### config.mk
export PLATFORM = sky130hd
export DESIGN_NAME = para_port_sched_flat
export DESIGN_NICKNAME = d
export VERILOG_FILES = /design/src/rtl/para_port_sched_pkg.sv /design/src/rtl/para_port_sched_if.sv /design/src/rtl/para_port_pick.sv /design/src/rtl/para_port_sched.sv /design/src/flat_wrapper.sv
export SDC_FILE = /design/constraint.sdc
export NUM_CORES = 1
export LEC_CHECK = 0
export CAP_MARGIN = 15
export CORE_AREA = 2 2 100 102
export CTS_CLUSTER_SIZE = 16
export DETAILED_ROUTE_END_ITERATION = 10
export DIE_AREA = 0 0 102 104
export HOLD_SLACK_MARGIN = 0.15
export PLACE_DENSITY = 0.74
export SLEW_MARGIN = 20
export SYNTH_ARGS = -nofsm -noshare
export SYNTH_HDL_FRONTEND = slang
export SYNTH_SLANG_ARGS = --single-unit
export TNS_END_PERCENT = 10
### constraint.sdc
create_clock -name clk -period 21.8 [get_ports clk]
set_clock_uncertainty 0.2 [all_clocks]
set_input_delay 3.27 -clock clk [delete_from_list [all_inputs] [get_ports clk]]
set_output_delay 3.27 -clock clk [all_outputs]
set_load 0.05 [all_outputs]
### src/rtl/para_port_sched_pkg.sv
`default_nettype none
// +------------------------------------------------------------------+
// | para_port_sched_pkg: shared sizes, state type and budget helper   |
// | Rev 1.0                                                          |
// +------------------------------------------------------------------+
package para_port_sched_pkg;

  localparam int NUM_PORT         = 5;
  localparam int PC_INDEX_WIDTH   = 3;
  localparam int PSCHED_MAX_SLOTS = 5;

  localparam int NUM_CH    = NUM_PORT - 1;
  localparam int NUM_OUT   = NUM_PORT - 1;
  localparam int OCC_W     = PC_INDEX_WIDTH;
  localparam int CH_W      = 2;
  localparam int STARVE_TH = 8;
  localparam int WAIT_W    = 4;

  typedef logic [NUM_OUT-1:0] port_vec_t;
  typedef logic [CH_W-1:0]    ch_idx_t;

  typedef enum logic [0:0] {
    CH_IDLE = 1'b0,
    CH_HOLD = 1'b1
  } ch_state_t;

  // Free fork slots; an over-reported occupancy yields zero rather than wrapping.
  function automatic logic [OCC_W-1:0] fork_budget(input logic [OCC_W-1:0] occ,
                                                   input int max_slots);
    if (int'(occ) >= max_slots) return '0;
    return OCC_W'(max_slots - int'(occ));
  endfunction

endpackage
`default_nettype wire

### src/rtl/para_port_sched_if.sv
`default_nettype none
// +------------------------------------------------------------------+
// | para_port_sched_if: descriptor load, fork occupancy, grant bus    |
// | Rev 1.0                                                          |
// +------------------------------------------------------------------+
interface para_port_sched_if;
  import para_port_sched_pkg::*;

  logic [NUM_CH-1:0]         in_valid;
  logic [NUM_CH-1:0]         in_mc;
  logic [NUM_CH*NUM_OUT-1:0] in_ppv;
  logic [NUM_CH-1:0]         in_ready;
  logic [OCC_W-1:0]          fork_occ;
  logic [NUM_CH*NUM_OUT-1:0] grant_apv;
  logic [NUM_CH-1:0]         done;
  logic [CH_W-1:0]           rr_ptr_o;

  modport master (
    output in_valid, in_mc, in_ppv, fork_occ,
    input  in_ready, grant_apv, done, rr_ptr_o
  );

  modport slave (
    input  in_valid, in_mc, in_ppv, fork_occ,
    output in_ready, grant_apv, done, rr_ptr_o
  );

endinterface
`default_nettype wire

### src/rtl/para_port_pick.sv
`default_nettype none
// +------------------------------------------------------------------+
// | para_port_pick: one channel's port pick from the still-free ports |
// | Rev 1.0                                                          |
// +------------------------------------------------------------------+
module para_port_pick
  import para_port_sched_pkg::*;
(
  input  port_vec_t        res_ppv,
  input  port_vec_t        taken,
  input  logic             mc,
  input  logic [OCC_W-1:0] budget_in,
  output port_vec_t        grant,
  output port_vec_t        taken_out,
  output logic [OCC_W-1:0] budget_out
);

  port_vec_t        avail;
  logic [OCC_W-1:0] budget;
  logic             first_free;

  assign avail = res_ppv & ~taken;

  // The first port of any descriptor is free; each further multicast port costs one slot.
  always_comb begin
    grant      = '0;
    budget     = budget_in;
    first_free = 1'b1;
    for (int p = 0; p < NUM_OUT; p++) begin
      if (avail[p]) begin
        if (first_free) begin
          grant[p]   = 1'b1;
          first_free = 1'b0;
        end else if (mc && (budget != '0)) begin
          grant[p] = 1'b1;
          budget   = budget - OCC_W'(1);
        end
      end
    end
  end

  assign taken_out  = taken | grant;
  assign budget_out = budget;

endmodule
`default_nettype wire

### src/rtl/para_port_sched.sv
`default_nettype none
// +------------------------------------------------------------------+
// | para_port_sched: rotating-priority port allocator with fork cap   |
// | Optional PARA_PORT_SCHED_STARVE_EN: starving channels go first.   |
// | Rev 1.0                                                          |
// +------------------------------------------------------------------+
module para_port_sched
  import para_port_sched_pkg::*;
#(
  parameter int MAX_SLOTS = PSCHED_MAX_SLOTS
) (
  input  logic               clk,
  input  logic               rst_n,
  para_port_sched_if.slave   bus
);

  ch_state_t         state     [NUM_CH];
  ch_state_t         state_nxt [NUM_CH];
  port_vec_t         res_ppv   [NUM_CH];
  port_vec_t         res_nxt   [NUM_CH];
  port_vec_t         new_ppv   [NUM_CH];
  port_vec_t         grant_ch  [NUM_CH];
  port_vec_t         pick_grant[NUM_CH];
  ch_idx_t           order     [NUM_CH];
  logic [NUM_CH-1:0] mc_q, mc_nxt, busy, done_w, ready_w, accept;
  ch_idx_t           rr_ptr;
  logic              any_grant;
  logic [OCC_W-1:0]  budget_init;
  logic [OCC_W-1:0]  budget_left;

  for (genvar c = 0; c < NUM_CH; c++) begin : g_ch
    assign busy[c]    = (state[c] == CH_HOLD);
    assign new_ppv[c] = bus.in_ppv[c*NUM_OUT +: NUM_OUT];
  end

`ifdef PARA_PORT_SCHED_STARVE_EN
  logic [WAIT_W-1:0] wait_cnt [NUM_CH];
  logic [NUM_CH-1:0] starving;
  logic [CH_W:0]     slot;
  ch_idx_t           rot_idx;

  always_ff @(posedge clk) begin
    for (int c = 0; c < NUM_CH; c++) begin
      if (!rst_n || !busy[c] || (grant_ch[c] != '0)) begin
        wait_cnt[c] <= '0;
      end else if (wait_cnt[c] != '1) begin
        wait_cnt[c] <= wait_cnt[c] + WAIT_W'(1);
      end
    end
  end

  // Starving channels in index order, then everyone else in rotation order.
  always_comb begin
    for (int c = 0; c < NUM_CH; c++) begin
      order[c]    = '0;
      starving[c] = (wait_cnt[c] >= WAIT_W'(STARVE_TH));
    end
    slot    = '0;
    rot_idx = '0;
    for (int c = 0; c < NUM_CH; c++) begin
      if (starving[c]) begin
        order[slot[CH_W-1:0]] = ch_idx_t'(c);
        slot                  = slot + (CH_W+1)'(1);
      end
    end
    for (int k = 0; k < NUM_CH; k++) begin
      rot_idx = rr_ptr + ch_idx_t'(k);
      if (!starving[rot_idx]) begin
        order[slot[CH_W-1:0]] = rot_idx;
        slot                  = slot + (CH_W+1)'(1);
      end
    end
  end
`else
  always_comb begin
    for (int k = 0; k < NUM_CH; k++) begin
      order[k] = rr_ptr + ch_idx_t'(k);
    end
  end
`endif

  assign budget_init = fork_budget(bus.fork_occ, MAX_SLOTS);

  // Taken mask and fork budget ripple through the pickers in visit order.
  for (genvar k = 0; k < NUM_CH; k++) begin : g_chain
    port_vec_t        taken_in, taken_out, res, grant;
    logic [OCC_W-1:0] budget_in, budget_out;

    if (k == 0) begin : g_head
      assign taken_in  = '0;
      assign budget_in = budget_init;
    end else begin : g_link
      assign taken_in  = g_chain[k-1].taken_out;
      assign budget_in = g_chain[k-1].budget_out;
    end

    assign res           = busy[order[k]] ? res_ppv[order[k]] : '0;
    assign pick_grant[k] = grant;

    para_port_pick u_pick (
      .res_ppv    (res),
      .taken      (taken_in),
      .mc         (mc_q[order[k]]),
      .budget_in  (budget_in),
      .grant      (grant),
      .taken_out  (taken_out),
      .budget_out (budget_out)
    );
  end

  assign any_grant   = |g_chain[NUM_CH-1].taken_out;
  assign budget_left = g_chain[NUM_CH-1].budget_out;

  always_comb begin
    for (int c = 0; c < NUM_CH; c++) begin
      grant_ch[c] = '0;
    end
    for (int k = 0; k < NUM_CH; k++) begin
      grant_ch[order[k]] = pick_grant[k];
    end
  end

  // Per-channel IDLE/HOLD next state; a retiring channel may reload in the same cycle.
  always_comb begin
    done_w  = '0;
    ready_w = '0;
    accept  = '0;
    mc_nxt  = mc_q;
    for (int c = 0; c < NUM_CH; c++) begin
      state_nxt[c] = state[c];
      res_nxt[c]   = res_ppv[c];
      done_w[c]    = busy[c] && ((res_ppv[c] & ~grant_ch[c]) == '0);
      ready_w[c]   = !busy[c] || done_w[c];
      accept[c]    = bus.in_valid[c] && ready_w[c] && (new_ppv[c] != '0);
      case (state[c])
        CH_IDLE: begin
          if (accept[c]) begin
            state_nxt[c] = CH_HOLD;
            res_nxt[c]   = new_ppv[c];
            mc_nxt[c]    = bus.in_mc[c];
          end
        end
        CH_HOLD: begin
          res_nxt[c] = res_ppv[c] & ~grant_ch[c];
          if (accept[c]) begin
            res_nxt[c] = new_ppv[c];
            mc_nxt[c]  = bus.in_mc[c];
          end else if (done_w[c]) begin
            state_nxt[c] = CH_IDLE;
          end
        end
        default: state_nxt[c] = CH_IDLE;
      endcase
    end
  end

  always_ff @(posedge clk) begin
    if (!rst_n) begin
      for (int c = 0; c < NUM_CH; c++) begin
        state[c]   <= CH_IDLE;
        res_ppv[c] <= '0;
      end
      mc_q   <= '0;
      rr_ptr <= '0;
    end else begin
      for (int c = 0; c < NUM_CH; c++) begin
        state[c]   <= state_nxt[c];
        res_ppv[c] <= res_nxt[c];
      end
      mc_q <= mc_nxt;
      if (any_grant) begin
        rr_ptr <= rr_ptr + ch_idx_t'(1);
      end
    end
  end

  always_comb begin
    bus.grant_apv = '0;
    for (int c = 0; c < NUM_CH; c++) begin
      bus.grant_apv[c*NUM_OUT +: NUM_OUT] = rst_n ? grant_ch[c] : '0;
    end
  end

  assign bus.done     = rst_n ? done_w  : '0;
  assign bus.in_ready = rst_n ? ready_w : '0;
  assign bus.rr_ptr_o = rr_ptr;

  // Fork slots are only ever consumed, never created, along the chain.
  assert property (@(posedge clk) disable iff (!rst_n) budget_left <= budget_init);

endmodule
`default_nettype wire

### src/flat_wrapper.sv
// flat-port wrapper written by rule: the top's interface ports become plain ports
module para_port_sched_flat import para_port_sched_pkg::*;
#(
  parameter int MAX_SLOTS = PSCHED_MAX_SLOTS
)
  (clk, rst_n, bus_in_valid, bus_in_mc, bus_in_ppv, bus_fork_occ, bus_in_ready, bus_grant_apv, bus_done, bus_rr_ptr_o);
  para_port_sched_if bus_i ();
  input  logic clk;
  input  logic rst_n;
  input wire logic [$bits(bus_i.in_valid)-1:0] bus_in_valid;
  input wire logic [$bits(bus_i.in_mc)-1:0] bus_in_mc;
  input wire logic [$bits(bus_i.in_ppv)-1:0] bus_in_ppv;
  input wire logic [$bits(bus_i.fork_occ)-1:0] bus_fork_occ;
  output wire logic [$bits(bus_i.in_ready)-1:0] bus_in_ready;
  output wire logic [$bits(bus_i.grant_apv)-1:0] bus_grant_apv;
  output wire logic [$bits(bus_i.done)-1:0] bus_done;
  output wire logic [$bits(bus_i.rr_ptr_o)-1:0] bus_rr_ptr_o;
  assign bus_i.in_valid = bus_in_valid;
  assign bus_i.in_mc = bus_in_mc;
  assign bus_i.in_ppv = bus_in_ppv;
  assign bus_i.fork_occ = bus_fork_occ;
  assign bus_in_ready = bus_i.in_ready;
  assign bus_grant_apv = bus_i.grant_apv;
  assign bus_done = bus_i.done;
  assign bus_rr_ptr_o = bus_i.rr_ptr_o;
  para_port_sched #(.MAX_SLOTS(MAX_SLOTS)) u_core (.clk(clk), .rst_n(rst_n), .bus(bus_i));
endmodule
==> impl_metrics.json <==
{
  "max_slew.worst_pin.slew_ns": 1.085,
  "worst_hold_path.num_cells": 2,
  "synth_sequential_area_ratio_pct": 12.58,
  "timing.setup.tns_ns": 0,
  "synth_edf_count": 0,
  "cp_slowest_cell": "sky130_fd_sc_hd__or4_4",
  "setup_cp_type": "in -> out",
  "avgRoutedWirePerCell_um": 19.43,
  "drt.antenna.violating_nets": 0,
  "pwr-share-comb_pct": 73.1,
  "layout.cells.non_filler": 810,
  "yosysWarnings": 0,
  "grt_max_degree": 32,
  "post-route-drc-count": 0,
  "critical_path.most_common_cell": "sky130_fd_sc_hd__ha_4",
  "power_per_cell_area_mw_per_mm2": 65.31,
  "timing.final.hold_violations": 0,
  "drive_gt1_share_pct": 39.29,
  "setup.worst_path.start_class": "input pin",
  "cts_hold_buf": 0,
  "die_y_um": 104,
  "critPathArrivalTime_ns": 17.90,
  "dpl.cell_count": 779,
  "p_sw_uw": 206.1,
  "globalplace.congestion": 0.9104,
  "mapped_cell_area_mm2": 0.004457,
  "status": "complete, no violations",
  "number_of_antenna_violations_at_the_first_check_in_global_routing": 0,
  "layout.cells.most_common_list": "sky130_fd_sc_hd__buf_4 (92), sky130_fd_sc_hd__nand2_1 (66), sky130_fd_sc_hd__nor2_1 (47)",
  "seq_pwr_share_pct": 17.1,
  "synthesis.instances": 555,
  "flow.area_growth_from_synthesis_pct": 46.72,
  "num_antenna_cells": 0,
  "cts_tree": "yes",
  "clock-sinks": 28,
  "post-route-period-util_pct": 98.03,
  "slew_viol_final": 0,
  "postSynthNetCount": 609,
  "power_report.internal_total_uw": 221.0,
  "period_needed_ns": 21.37,
  "postRouteWirelength_mm": 15.74,
  "layout.cell_area.non_filler_mm2": 0.006539,
  "finalSetupViolCount": 0,
  "synth.area.top_cells": "sky130_fd_sc_hd__dfxtp_1 (13%), sky130_fd_sc_hd__mux4_2 (12%), sky130_fd_sc_hd__ha_1 (7.0%), sky130_fd_sc_hd__nand2_1 (5.7%), sky130_fd_sc_hd__nor2_1 (4.6%)",
  "synth.distinct_cells": 87,
  "vias": 5151,
  "cell_type_with_the_largest_total_area_after_synthesis": "sky130_fd_sc_hd__dfxtp_1",
  "synth-seq-cells": 28,
  "static-leakage-power_nw": 2.637,
  "route.detailed.vias_per_inst": 6.359,
  "placement.io_buffers": 54,
  "rows": 36,
  "drt_first_pass_iters": 5,
  "synth_flop_type": "sky130_fd_sc_hd__dfxtp_1",
  "ir_drop_worst_case_vdd_uv": 52.79,
  "avg_inst_size_synth_um2": 8.030,
  "max_cap_viol_count": 0,
  "first_global_vias": 5089,
  "path_clk_slew_ns": 0.10,
  "clock_power_share_pct": 9.8,
  "cp-end-kind": "primary output",
  "critical_path.max_stage_delay_ns": 0.44,
  "mostFrequentLayoutCell": "sky130_fd_sc_hd__buf_4",
  "postPlaceCellArea_mm2": 0.005824,
  "core_area_mm2": 0.009549,
  "slew-limit-headroom_pct": 27.37,
  "grt_first_pass_wirelength_mm": 25.03,
  "numCtsBuffers": 3,
  "fin_total_pwr_uw": 427.1,
  "async_reset_ff_share_pct": 0,
  "crit_path_required_time_ns": 18.33,
  "fmax_mhz": 46.79,
  "dpl.hpwl_mm": 11.81,
  "synth_top_cell_area_share_pct": 12.58,
  "filler_cell_count": 760,
  "worst-path-max-fanout": 6,
  "layout.nets": 732,
  "die_w_um": 102,
  "power.switching_fraction_pct": 48.26,
  "htreeDepth": 1,
  "timing.reg2reg.worst_path_depth": 78,
  "worst_skew_pair.late_latency_ns": 0.28,
  "holdCritPathClass": "reg -> reg",
  "detail_route.iter0.violations": 387,
  "pin_count": 55,
  "cts.path.max_buffers": 2,
  "gr-usage-all-layers_pct": 29.19,
  "grt_overflow_total": 0,
  "floorplan.initialDensity_pct": 46.67,
  "overall_die_area_mm2": 0.01061,
  "ctsRootBufferMaster": "sky130_fd_sc_hd__clkbuf_8"
}
-- logic make-up (layout without fill, tap and decap cells) --
logic type | after synthesis | count (layout) | share of synthesized area [%]
AO/OA/AOI/OAI | 168 | 168 | 27.82
buffers and inverters | 50 | 172 | 5.025
XOR/XNOR | 12 | 12 | 4.492
multiplexers | 49 | 49 | 17.83
adder cells (fa/ha/maj) | 25 | 25 | 7.019
AND/OR/NAND/NOR | 223 | 223 | 25.24
flip-flops | 28 | 28 | 12.58
-- worst max-delay path: cells and delay by family --
family          cells  cell delay, ns
buf+inv             6            0.82
xor+xnor            3            0.59
simple gates       27            4.74
mux                 5            1.76
fa+ha+maj          21            3.65
compound gates     17            3.07
-- registers in the layout, summed over array words and instances (netlist names), named ones only --
signal,cells
u_core.res_ppv,16
u_core.mc_q,4
u_core.state,4
u_core.bus.rr_ptr_o,2
-- synth_stat cells (13+ instances only) --
library cell and instances:
sky130_fd_sc_hd__ha_1 25, sky130_fd_sc_hd__dfxtp_1 28, sky130_fd_sc_hd__a211oi_1 15, sky130_fd_sc_hd__clkbuf_1 15, sky130_fd_sc_hd__a21oi_1 40, sky130_fd_sc_hd__mux4_2 23
sky130_fd_sc_hd__inv_1 17, sky130_fd_sc_hd__nor2_1 55, sky130_fd_sc_hd__nand2_1 68, sky130_fd_sc_hd__mux2i_1 13
-- layout make-up --
type	instances	area [um2]	area share, %
multi-input cells	477	4222	64.56
repair buffers	150	1449	22.16
flip-flops and latches	28	560.5	8.573
well taps	133	166.4	2.545
inverters	18	70.07	1.072
clock buffers	3	41.29	0.6315
clock inverters	1	30.03	0.4592
-- stage by stage --
step / setup WS (ns) / util [%] / hold slack (ns)
after detailed placement: -0.9059 / 60.99 / 0.3350
after global routing: -0.09210 / 68.47 / 0.3896
after floorplan: 0.01570 / - / 0.2753
final: 0.4296 / 68.47 / 0.3544
after CTS: 0.001927 / 65.97 / 0.3493
after global placement: -0.3267 / 60.99 / 0.3194
-- power by group through the flow --
stage               combinational (mW)  sequential, mW  clock (mW)
floorplan                        0.202          0.0654           0
global placement                 0.279          0.0725           0
detailed placement               0.283          0.0733           0
CTS                              0.298          0.0723      0.0423
global route                     0.333          0.0739      0.0440
finish                           0.312          0.0729      0.0420
-- layer usage --
| layer | global-route usage (%) | vias up | wire (um) |
|---|---|---|---|
| met2 | 51.46 | 272 | 7892 |
| met1 | 35.63 | 2436 | 6115 |
| met5 | 0 | - | 0 |
| met4 | 9.905 | 0 | 571 |
| li1 | - | 2388 | - |
| met3 | 4.503 | 55 | 1159 |
-- path summary, 6_finish.rpt --
path	end	slack [ns]	start
max	bus_in_ready[0]	0.43	bus_fork_occ[0]
min	u_core.mc_q[3]	0.35	u_core.mc_q[3]
max reg2reg	u_core.res_ppv[1][2]	5.81	u_core.bus.rr_ptr_o[1]
min reg2reg	u_core.mc_q[3]	0.35	u_core.mc_q[3]
-- what timing repair did --
action	CTS	global route
resized for setup	69	35
buffers inserted	17	11
endpoints found under the setup margin	16	16
pin swaps	26	32
Note: power is estimated with default switching activity, not from simulation.
